File: config.mk
export PLATFORM = sky130hd
export DESIGN_NAME = recurrence_sequencer_flat
export DESIGN_NICKNAME = d
export VERILOG_FILES = /design/src/rtl/seq_pkg.sv /design/src/rtl/recurrence_sequencer_if.sv /design/src/rtl/seq_step_counter.sv /design/src/rtl/recurrence_sequencer.sv /design/src/flat_wrapper.sv
export SDC_FILE = /design/constraint.sdc
export NUM_CORES = 1
export LEC_CHECK = 0
export CORE_ASPECT_RATIO = 1.4
export CORE_MARGIN = 5
export CORE_UTILIZATION = 50
export CTS_BUF_LIST = sky130_fd_sc_hd__clkbuf_16
export CTS_CLUSTER_DIAMETER = 40
export DETAILED_ROUTE_END_ITERATION = 12
export PLACE_DENSITY_LB_ADDON = 0.1
export SKIP_LAST_GASP = 1
export SYNTH_ARGS = -nofsm -noshare
export SYNTH_HDL_FRONTEND = slang
export SYNTH_HIERARCHICAL = 1
export SYNTH_SLANG_ARGS = --single-unit
File: constraint.sdc
create_clock -name clk -period 4.76 [get_ports clk]
set_input_delay 0.952 -clock clk [delete_from_list [all_inputs] [get_ports clk]]
set_output_delay 0.952 -clock clk [all_outputs]
set_load 0.005 [all_outputs]
File: src/rtl/seq_pkg.sv
// rtl/seq_pkg.sv - shared ALU opcodes, FSM state encoding and register constants for recurrence_sequencer
package seq_pkg;

    typedef enum logic [2:0] {
        ALU_PASS = 3'b000,
        ALU_SUB  = 3'b001,
        ALU_ADD  = 3'b010
    } alu_op_e;

    typedef enum logic [2:0] {
        S_IDLE,
        S_LOAD,
        S_UP_SUM,
        S_UP_SHIFT,
        S_DN_SUB,
        S_DN_SHIFT,
        S_DONE,
        S_ERR
    } seq_state_e;

    // Sliced to the select width at the point of use; all-ones means "no register".
    localparam logic [31:0] NO_REG = '1;

endpackage

File: src/rtl/recurrence_sequencer_if.sv
// rtl/recurrence_sequencer_if.sv - control/status and datapath-select bundle of recurrence_sequencer
interface recurrence_sequencer_if #(
    parameter int SELECTIONDECO = 3,
    parameter int SELECTIONALU  = 3,
    parameter int CNT_W         = 8
);
    logic                     start;
    logic [CNT_W-1:0]         iter_cnt;
    logic                     sOverflow;
    logic                     sCarry;
    logic                     sNegative;
    logic                     sZero;
    logic [SELECTIONDECO-1:0] sSelDecoA;
    logic [SELECTIONDECO-1:0] sSelDecoB;
    logic [SELECTIONDECO-1:0] sSelDecoC;
    logic [SELECTIONALU-1:0]  sSelAlu;
    logic                     busy;
    logic                     done;
    logic                     err;

    // master: the sequencer; slave: the controller/datapath side
    modport master (
        input  start, iter_cnt, sOverflow, sCarry, sNegative, sZero,
        output sSelDecoA, sSelDecoB, sSelDecoC, sSelAlu, busy, done, err
    );

    modport slave (
        output start, iter_cnt, sOverflow, sCarry, sNegative, sZero,
        input  sSelDecoA, sSelDecoB, sSelDecoC, sSelAlu, busy, done, err
    );
endinterface

File: src/rtl/seq_step_counter.sv
// rtl/seq_step_counter.sv - step down-counter with load, decrement, zero and one flags
module seq_step_counter #(
    parameter int CNT_W = 8
) (
    input  logic             clk,
    input  logic             lowRst,
    input  logic             load,
    input  logic [CNT_W-1:0] load_val,
    input  logic             dec,
    output logic             zero,
    output logic             one
);
    logic [CNT_W-1:0] cnt_q;
    logic [CNT_W-1:0] cnt_d;

    always_comb begin
        cnt_d = cnt_q;
        if (load) begin
            cnt_d = load_val;
        end else if (dec && (cnt_q != '0)) begin
            cnt_d = cnt_q - CNT_W'(1);
        end
    end

    always_ff @(posedge clk or posedge lowRst) begin
        if (lowRst) begin
            cnt_q <= '0;
        end else begin
            cnt_q <= cnt_d;
        end
    end

    assign zero = (cnt_q == '0);
    assign one  = (cnt_q == CNT_W'(1));
endmodule

File: src/rtl/recurrence_sequencer.sv
// rtl/recurrence_sequencer.sv - steps a K-term recurrence forward N times then back N times on a register-file datapath
// Optional SEQ_OVF_CHECK_EN: overflow/carry during the forward sum aborts into ERR.
module recurrence_sequencer
    import seq_pkg::*;
#(
    parameter int SELECTIONDECO = 3,
    parameter int SELECTIONALU  = 3,
    parameter int NUM_TERMS     = 3,
    parameter int TAP_P         = 2,
    parameter int CNT_W         = 8
) (
    input  logic                  clk,
    input  logic                  lowRst,
    recurrence_sequencer_if.master bus
);
    localparam int IDX_W = $clog2(NUM_TERMS + 1);
    localparam logic [IDX_W-1:0] LAST_IDX = IDX_W'(NUM_TERMS - 1);

    localparam logic [SELECTIONDECO-1:0] SEL_NONE   = NO_REG[SELECTIONDECO-1:0];
    localparam logic [SELECTIONDECO-1:0] SEL_SEED   = SELECTIONDECO'((1 << SELECTIONDECO) - 2);
    localparam logic [SELECTIONDECO-1:0] SEL_TEMP   = SELECTIONDECO'(NUM_TERMS);
    localparam logic [SELECTIONDECO-1:0] SEL_OLDEST = '0;
    localparam logic [SELECTIONDECO-1:0] SEL_NEWEST = SELECTIONDECO'(NUM_TERMS - 1);
    localparam logic [SELECTIONDECO-1:0] SEL_TAP_UP = SELECTIONDECO'(NUM_TERMS - TAP_P);
    localparam logic [SELECTIONDECO-1:0] SEL_TAP_DN = SELECTIONDECO'(NUM_TERMS - 1 - TAP_P);

    seq_state_e       state_q, state_d;
    logic [IDX_W-1:0] idx_q, idx_d;
    logic [CNT_W-1:0] n_q, n_d;

    logic             cnt_load, cnt_dec, cnt_zero, cnt_one;
    logic [CNT_W-1:0] cnt_load_val;
    logic             last_idx;
    logic             unused_flags;

    seq_step_counter #(.CNT_W(CNT_W)) u_step_counter (
        .clk      (clk),
        .lowRst   (lowRst),
        .load     (cnt_load),
        .load_val (cnt_load_val),
        .dec      (cnt_dec),
        .zero     (cnt_zero),
        .one      (cnt_one)
    );

`ifdef SEQ_OVF_CHECK_EN
    assign unused_flags = bus.sNegative ^ bus.sZero;
`else
    assign unused_flags = ^{bus.sOverflow, bus.sCarry, bus.sNegative, bus.sZero};
`endif

    assign last_idx = (idx_q == LAST_IDX);
    // The backward pass restarts from the captured N, never from the live input.
    assign cnt_load_val = (state_q == S_UP_SHIFT) ? n_q : bus.iter_cnt;

    always_ff @(posedge clk or posedge lowRst) begin
        if (lowRst) begin
            state_q <= S_IDLE;
            idx_q   <= '0;
            n_q     <= '0;
        end else begin
            state_q <= state_d;
            idx_q   <= idx_d;
            n_q     <= n_d;
        end
    end

    always_comb begin
        state_d  = state_q;
        idx_d    = idx_q;
        n_d      = n_q;
        cnt_load = 1'b0;
        cnt_dec  = 1'b0;
        case (state_q)
            S_IDLE, S_DONE, S_ERR: begin
                if (bus.start) begin
                    state_d  = S_LOAD;
                    idx_d    = '0;
                    n_d      = bus.iter_cnt;
                    cnt_load = 1'b1;
                end
            end
            S_LOAD: begin
                idx_d = idx_q + IDX_W'(1);
                if (last_idx) begin
                    idx_d   = '0;
                    state_d = cnt_zero ? S_DONE : S_UP_SUM;
                end
            end
            S_UP_SUM: begin
                idx_d   = '0;
                state_d = S_UP_SHIFT;
`ifdef SEQ_OVF_CHECK_EN
                if (bus.sOverflow || bus.sCarry) begin
                    state_d = S_ERR;
                end
`endif
            end
            S_UP_SHIFT: begin
                idx_d = idx_q + IDX_W'(1);
                if (last_idx) begin
                    idx_d = '0;
                    if (cnt_one) begin
                        cnt_load = 1'b1;
                        state_d  = S_DN_SUB;
                    end else begin
                        cnt_dec  = 1'b1;
                        state_d  = S_UP_SUM;
                    end
                end
            end
            S_DN_SUB: begin
                idx_d   = '0;
                state_d = S_DN_SHIFT;
            end
            S_DN_SHIFT: begin
                idx_d = idx_q + IDX_W'(1);
                if (last_idx) begin
                    idx_d   = '0;
                    cnt_dec = 1'b1;
                    state_d = cnt_one ? S_DONE : S_DN_SUB;
                end
            end
            default: state_d = S_IDLE;
        endcase
    end

    logic [SELECTIONDECO-1:0] sel_a, sel_b, sel_c;
    alu_op_e                  alu_op;
    logic                     busy_o, done_o, err_o;

    always_comb begin
        sel_a  = SEL_NONE;
        sel_b  = SEL_NONE;
        sel_c  = SEL_NONE;
        alu_op = ALU_PASS;
        busy_o = 1'b0;
        done_o = 1'b0;
        err_o  = 1'b0;
        case (state_q)
            S_LOAD: begin
                sel_a  = SEL_SEED;
                sel_c  = SELECTIONDECO'(idx_q);
                busy_o = 1'b1;
            end
            S_UP_SUM: begin
                sel_a  = SEL_TAP_UP;
                sel_b  = SEL_OLDEST;
                sel_c  = SEL_TEMP;
                alu_op = ALU_ADD;
                busy_o = 1'b1;
            end
            S_UP_SHIFT: begin
                sel_a  = SELECTIONDECO'(idx_q) + SELECTIONDECO'(1);
                sel_c  = SELECTIONDECO'(idx_q);
                busy_o = 1'b1;
            end
            S_DN_SUB: begin
                sel_a  = SEL_NEWEST;
                sel_b  = SEL_TAP_DN;
                sel_c  = SEL_TEMP;
                alu_op = ALU_SUB;
                busy_o = 1'b1;
            end
            S_DN_SHIFT: begin
                // Shift toward the newest end; the recovered oldest term lands in R0 last.
                if (last_idx) begin
                    sel_a = SEL_TEMP;
                    sel_c = SEL_OLDEST;
                end else begin
                    sel_c = SEL_NEWEST - SELECTIONDECO'(idx_q);
                    sel_a = sel_c - SELECTIONDECO'(1);
                end
                busy_o = 1'b1;
            end
            S_DONE: done_o = 1'b1;
`ifdef SEQ_OVF_CHECK_EN
            S_ERR: err_o = 1'b1;
`endif
            default: ;
        endcase
    end

    assign bus.sSelDecoA = sel_a;
    assign bus.sSelDecoB = sel_b;
    assign bus.sSelDecoC = sel_c;
    assign bus.sSelAlu   = SELECTIONALU'(alu_op);
    assign bus.busy      = busy_o;
    assign bus.done      = done_o;
    assign bus.err       = err_o;
endmodule

File: src/flat_wrapper.sv
// flat-port wrapper written by rule: the top's interface ports become plain ports
module recurrence_sequencer_flat import seq_pkg::*;
#(
    parameter int SELECTIONDECO = 3,
    parameter int SELECTIONALU  = 3,
    parameter int NUM_TERMS     = 3,
    parameter int TAP_P         = 2,
    parameter int CNT_W         = 8
)
  (clk, lowRst, bus_start, bus_iter_cnt, bus_sOverflow, bus_sCarry, bus_sNegative, bus_sZero, bus_sSelDecoA, bus_sSelDecoB, bus_sSelDecoC, bus_sSelAlu, bus_busy, bus_done, bus_err);
  recurrence_sequencer_if #(.SELECTIONDECO(SELECTIONDECO), .SELECTIONALU(SELECTIONALU), .CNT_W(CNT_W)) bus_i ();
  input  logic clk;
  input  logic lowRst;
  input wire logic [$bits(bus_i.start)-1:0] bus_start;
  input wire logic [$bits(bus_i.iter_cnt)-1:0] bus_iter_cnt;
  input wire logic [$bits(bus_i.sOverflow)-1:0] bus_sOverflow;
  input wire logic [$bits(bus_i.sCarry)-1:0] bus_sCarry;
  input wire logic [$bits(bus_i.sNegative)-1:0] bus_sNegative;
  input wire logic [$bits(bus_i.sZero)-1:0] bus_sZero;
  output wire logic [$bits(bus_i.sSelDecoA)-1:0] bus_sSelDecoA;
  output wire logic [$bits(bus_i.sSelDecoB)-1:0] bus_sSelDecoB;
  output wire logic [$bits(bus_i.sSelDecoC)-1:0] bus_sSelDecoC;
  output wire logic [$bits(bus_i.sSelAlu)-1:0] bus_sSelAlu;
  output wire logic [$bits(bus_i.busy)-1:0] bus_busy;
  output wire logic [$bits(bus_i.done)-1:0] bus_done;
  output wire logic [$bits(bus_i.err)-1:0] bus_err;
  assign bus_i.start = bus_start;
  assign bus_i.iter_cnt = bus_iter_cnt;
  assign bus_i.sOverflow = bus_sOverflow;
  assign bus_i.sCarry = bus_sCarry;
  assign bus_i.sNegative = bus_sNegative;
  assign bus_i.sZero = bus_sZero;
  assign bus_sSelDecoA = bus_i.sSelDecoA;
  assign bus_sSelDecoB = bus_i.sSelDecoB;
  assign bus_sSelDecoC = bus_i.sSelDecoC;
  assign bus_sSelAlu = bus_i.sSelAlu;
  assign bus_busy = bus_i.busy;
  assign bus_done = bus_i.done;
  assign bus_err = bus_i.err;
  recurrence_sequencer #(.SELECTIONDECO(SELECTIONDECO), .SELECTIONALU(SELECTIONALU), .NUM_TERMS(NUM_TERMS), .TAP_P(TAP_P), .CNT_W(CNT_W)) u_core (.clk(clk), .lowRst(lowRst), .bus(bus_i));
endmodule
# ---- Yosys cells after proc, flatten, opt, wreduce, memory -nomap -nowiden
# Index checks and enable logic that the tools add are counted.
dict set report totals {
  register_bits 21
  input_bits 15
  output_inout_bits 15
  wordCells 64
}
dict set report classes {
  n_addsub 5
  n_eq_ne 13
  muxes 30
  reduce_logical 12
}
# operator n
set ops {}
lappend ops {{$mux W3} 9}
lappend ops {{$mux W8} 3}
lappend ops {{$pmux W3 S6} 1}
lappend ops {{$pmux W3 S5} 1}
lappend ops {{$eq A3 B3 Y1 const B} 4}
lappend ops {{$pmux W3 S3} 1}
lappend ops {{$eq A8 B1 Y1 const B} 1}
lappend ops {{$logic_not A8 Y1} 1}
lappend ops {{$mux W1} 8}
lappend ops {{$reduce_bool A8 Y1} 1}
lappend ops {{$sub A8 B1 Y8 const B} 1}
lappend ops {{$eq A3 B2 Y1 const B} 2}
lappend ops {{$mux W2} 3}
lappend ops {{$ne A2 B1 Y1 const B} 3}
lappend ops {{$pmux W2 S3} 1}
lappend ops {{$reduce_or A3 Y1} 2}
lappend ops {{$reduce_or A5 Y1} 1}
lappend ops {{$pmux W1 S2} 2}
lappend ops {{$pmux W2 S2} 1}
lappend ops {{$reduce_and A4 Y1} 1}
lappend ops {{$reduce_or A2 Y1} 2}
lappend ops {{$add A2 B1 Y3 const B} 1}
lappend ops {{$eq A3 B1 Y1 const B} 1}
lappend ops {{$logic_not A3 Y1} 1}
lappend ops {{8 further kinds} 8}

# ---- Logic depth before layout (Yosys ltp)
dict set report logic_depth {
  ltp_word 7
  mapped_depth 10
  depth_no_buf 8
}

# ---- By module
# The synthesis kept the hierarchy.
# module instances cells_per_inst area_per_inst_um2 seq_area_each_um2
set modules_own_cells {}
lappend modules_own_cells {recurrence_sequencer 1 133 1156.1 325.3}
lappend modules_own_cells {seq_step_counter 1 63 570.5 200.2}

# ---- Worst setup path after synthesis
# No wires, ideal clock.
dict set report synth_path {
  path_kind {register -> register}
  start {register u_core.u_step_counter.cnt_q[3]}
  end {register u_core.u_step_counter.cnt_q[6]}
  setup_time_ns 0.126
  arrival_ns 2.605
  required_ns 4.634
  path_slack_ns 2.029
  path_stages_with_launch 10
  n_path_buf 2
  synth_period_minus_slack_ns 2.731
  path_cell_list {dfrtp_1 -> buf_6 -> or4_1 -> clkbuf_2 -> nor4b_1 -> a32oi_1 -> o21ai_0 -> clkinv_1 -> o211a_1 -> a221o_1}
}
dict set report synth_via {
  elab_cells_between_ends 13
  cone_classes {add/sub (1); eq/ne (1); mux (8); reduce/logical (3)}
}
# element line_no
set synth_rtl {}
lappend synth_rtl {{from (decl)} seq_step_counter.sv:13} ;# logic [CNT_W-1:0] cnt_q;
lappend synth_rtl {{from (signal assigned)} seq_step_counter.sv:29} ;# cnt_q <= cnt_d;
lappend synth_rtl {{$eq A8 B1 Y1 (*)} seq_step_counter.sv:34} ;# assign one = (cnt_q == CNT_W'(1));
lappend synth_rtl {{net u_core.cnt_one} recurrence_sequencer.sv:31} ;# logic cnt_load, cnt_dec, cnt_zero, cnt_one;
lappend synth_rtl {{$mux W1 (*)} recurrence_sequencer.sv:103} ;# if (cnt_one) begin
lappend synth_rtl {{$mux W1 (*)} recurrence_sequencer.sv:101} ;# if (last_idx) begin
lappend synth_rtl {{$pmux W1 S2 (*)} recurrence_sequencer.sv:74} ;# case (state_q)
lappend synth_rtl {{net u_core.cnt_load} recurrence_sequencer.sv:31}
lappend synth_rtl {{$mux W8 or $reduce_bool A2 Y1 (tied branches)} -}
# The timed path passes the listed nets; every way through them passes the cells marked *. The select of a mux whose other input is x is not followed.
# A chain may end at the register's enable or synchronous reset.

# ---- Worst setup path after layout
dict set report layout_path {
  start {register u_core.state_q[2]}
  end {output port bus_sSelDecoA[1]}
}
dict set report layout_via {
  elab_chain_len 2
  elab_cells_between_ends 6
  cone_classes {eq/ne (5); mux (1)}
}
# element line_no
set layout_lines {}
lappend layout_lines {{from (decl)} recurrence_sequencer.sv:27} ;# seq_state_e state_q, state_d;
lappend layout_lines {{from (signal assigned)} recurrence_sequencer.sv:62} ;# state_q <= state_d;
lappend layout_lines {{$eq A3 B3 Y1 (tied with other cells)} recurrence_sequencer.sv:140} ;# case (state_q)
lappend layout_lines {{$pmux W3 S5 (*)} recurrence_sequencer.sv:140}
lappend layout_lines {{to (decl)} flat_wrapper.sv:20} ;# output wire logic [$bits(bus_i.sSelDecoA)-1:0] bus_sSelDecoA;
# Mark *: on every way between the ends. The rest lies on a longest branch, timed or not.

==> results.txt <==
H-tree levels: 1
Root Buffer: clkbuf_16
Period minus WS final: 3.43 ns
Clock tree buffer depth: 2
Post-Route Utilization: 59.0%
Worst path required time: 3.81 ns
Layout Nets: 232
Post-Route Skew: 0.00243 ns
PwrDens: 603 nW/µm²
Worst setup SP type: flip-flop
Antenna-violating nets left: 0
Area share of fa/ha/maj cells after synthesis: 6.52%
Largest area contributor in the synthesized netlist: dfrtp_1
Simple-gate area share of the yosys netlist: 22.0%
Die area: 4750 µm²
Antenna diode count: 0
RSZ-0062 raised after global routing: false
Die height: 79.5 µm
Overall routing resource usage: 18.5%
Slew HR: 38.9%
Largest net degree at the start of global routing: 29
Core ar.: 3350 µm²
Post-CTS setup-driven buffer insertion count: 0
CTS Hold Buffers Added: 0
Initial antenna violation count: 0
FF+latch count, synth: 21
Drt drc: 0
Post-DP HPWL: 3.06 mm
Post-Synth XOR/XNOR Area: 0%
CP Buf/Inv Count: 1
Crit path max-delay family: flip-flops
Cells after Synth: 196
Crit. End Element: output pin
Slowest-stage cell, CP: dfrtp_1
Post-CTS sizing: 0
Drt first-iter violations: 59
Fin crit share: 72.1%
Crit Path Class: reg -> out
Initial Util: 51.6%
Largest cells by area after synthesis: dfrtp_1 30%, mux2_2 8.5%, ha_1 6.5%
Slew Viols, Final: 0
GRT overflow: 0
Main combinational cell family by area after synthesis: compound AO/OA/AOI/OAI gates
Crit path to: bus_sSelDecoA[1]
Final GP Congestion: 0.927
Fin Hold WS: 0.507 ns
Cts bufs inserted: 3
Post-synth EDFFs: 0
Most instantiated cells after synthesis: 21 x dfrtp_1, 16 x nor2_1, 14 x nand2_1
R2R Setup Slk: 1.54 ns
CTS Sinks: 21
Area after DPL: 1900 µm²
# IOs: 30
CTS tree: done
Slowest stage delay, CP: 0.94 ns
Synth warn: 6
Worst reg-to-reg path cell count: 8
Slew @ Worst Pin: 0.916 ns
Hold violation count in the final report: 0
First-pass GRT wire length: 6.85 mm
Post-synthesis compound-gate area fraction: 23.6%
IO buf count: 23
Critical path, cell by cell: nand2b_1 > nor3_1 > a21oi_1 > clkdlybuf4s50_1
Area Growth Syn to Fin: 14.4%
Wire per inst: 16.7 µm
Die Span X: 59.7 µm
Syn avg cell area: 8.81 µm²
Outcome: complete, no violations
Synthesized area: 1730 µm²
Fmax: 291 MHz
Worst-skew pair later-pin latency: 0.25 ns
Power, Total: 0.00119 W
Seq/Total Area, Yosys: 30.4%
Mux contribution to synthesized area: 8.48%
R2R Path Start: u_core/u_step_counter/cnt_q[3]
Synth unique cells: 57
Async SR Flop Fraction: 100%
Most numerous cell in the Yosys netlist: dfrtp_1
Worst VDD drop: 304 µV
Total of max-cap violations: 0
Top_reg_cell synth: dfrtp_1
Worst Hold Class: reg -> reg
RR Endpoint: u_core/u_step_counter/cnt_q[6]
Num rows: 25
Via Count: 1547
Post-route setup TNS: 0 ns
Layout cells sized above 1: 12.1%
Routed Wire Length: 4.13 mm
Number of global-route vias before repair: 1530
Clock slew at reported path FFs: 0.06 ns
Via-to-Cell Ratio: 6.26
Max Fanout on Critical Path: 28
Worst path depth: 4
Endpoints failing setup: 0
Cell area after layout: 1980 µm²
DR pass1 iterations: 4
Synth top area share: 30.4%
LEAKAGE: 0.793 nW
WP data arrival: 2.48 ns
CP startpoint: u_core/state_q[2]
## sequential cells by signal (all words and copies together), names as in the netlist
| signal | cells |
|---|---|
| u_core/n_q | 8 |
| u_core/idx_q | 2 |
| u_core/u_step_counter/cnt_q | 8 |
| u_core/state_q | 3 |
## how the worst min path moves through the flow
stage                                to  cells after the start  slack [ns]          start
after floorplan           u_core/n_q[3]                      1        0.48  u_core/n_q[3]
after global placement    u_core/n_q[4]                      1        0.48  u_core/n_q[4]
after detailed placement  u_core/n_q[4]                      1        0.50  u_core/n_q[4]
after CTS                 u_core/n_q[4]                      1        0.51  u_core/n_q[4]
after global routing      u_core/n_q[7]                      1        0.54  u_core/n_q[7]
final                     u_core/n_q[4]                      1        0.51  u_core/n_q[4]
## layout by cell type (no fill, tap or decap), drive strengths merged, types with 2 or more instances in the layout
cell and count:
ha 9, o2111ai 2, a31oi 4, o21ai 7
or4b 2, nor2b 2, a21o 2, nor3b 2
clkdlybuf4s50 23, o21a 3, o211ai 4, nor2 17
nand2b 5, inv 8, o311ai 2, o22ai 5
or3 2, dfrtp 21, a21oi 8, conb 2
nand3 6, and2 3, nor4b 2, nand2 15
mux2 13, nor3 6, or4 2, a211oi 4
a21boi 3, clkbuf 3, or3b 2
## layout make-up
cell class,count,area (µm²)
clock buffers,3,75.1
clock inverters,1,3.75
fillers,301,1370
inverters,8,30.0
multi-input cells,150,1050
flip-flops and latches,21,526
well taps,40,50.0
repair buffers,24,238
## kinds of logic (layout without fill, tap and decap cells)
group,count (synthesis),after routing
compound gates,56,56
fa+ha+maj,9,9
buf+inv,26,36
flops,21,21
mux,13,13
other cells,1,2
simple gates,70,70
## per-stage QoR
step	worst slack, ns	std cells
after floorplan	2.03	197
after global placement	1.62	243
after detailed placement	1.57	243
after CTS	1.35	247
after global routing	1.16	247
final	1.33	247
## layer usage
metal	vias to the layer above	GRT usage, %	wire length [µm]	share of wire (%)
li1	743	-	-	-
met3	9	2.59	178	4.3
met2	41	34.2	2270	55
met4	0	8.43	77	1.9
met1	754	19.9	1610	39
met5	-	0	0	0
## power breakdown
group          internal (W)  switching [W]
logic              0.000319       0.000273
clock network      0.000112      0.0000655
registers          0.000262       0.000160
total              0.000693       0.000498
(Power assumes the default switching activity.)
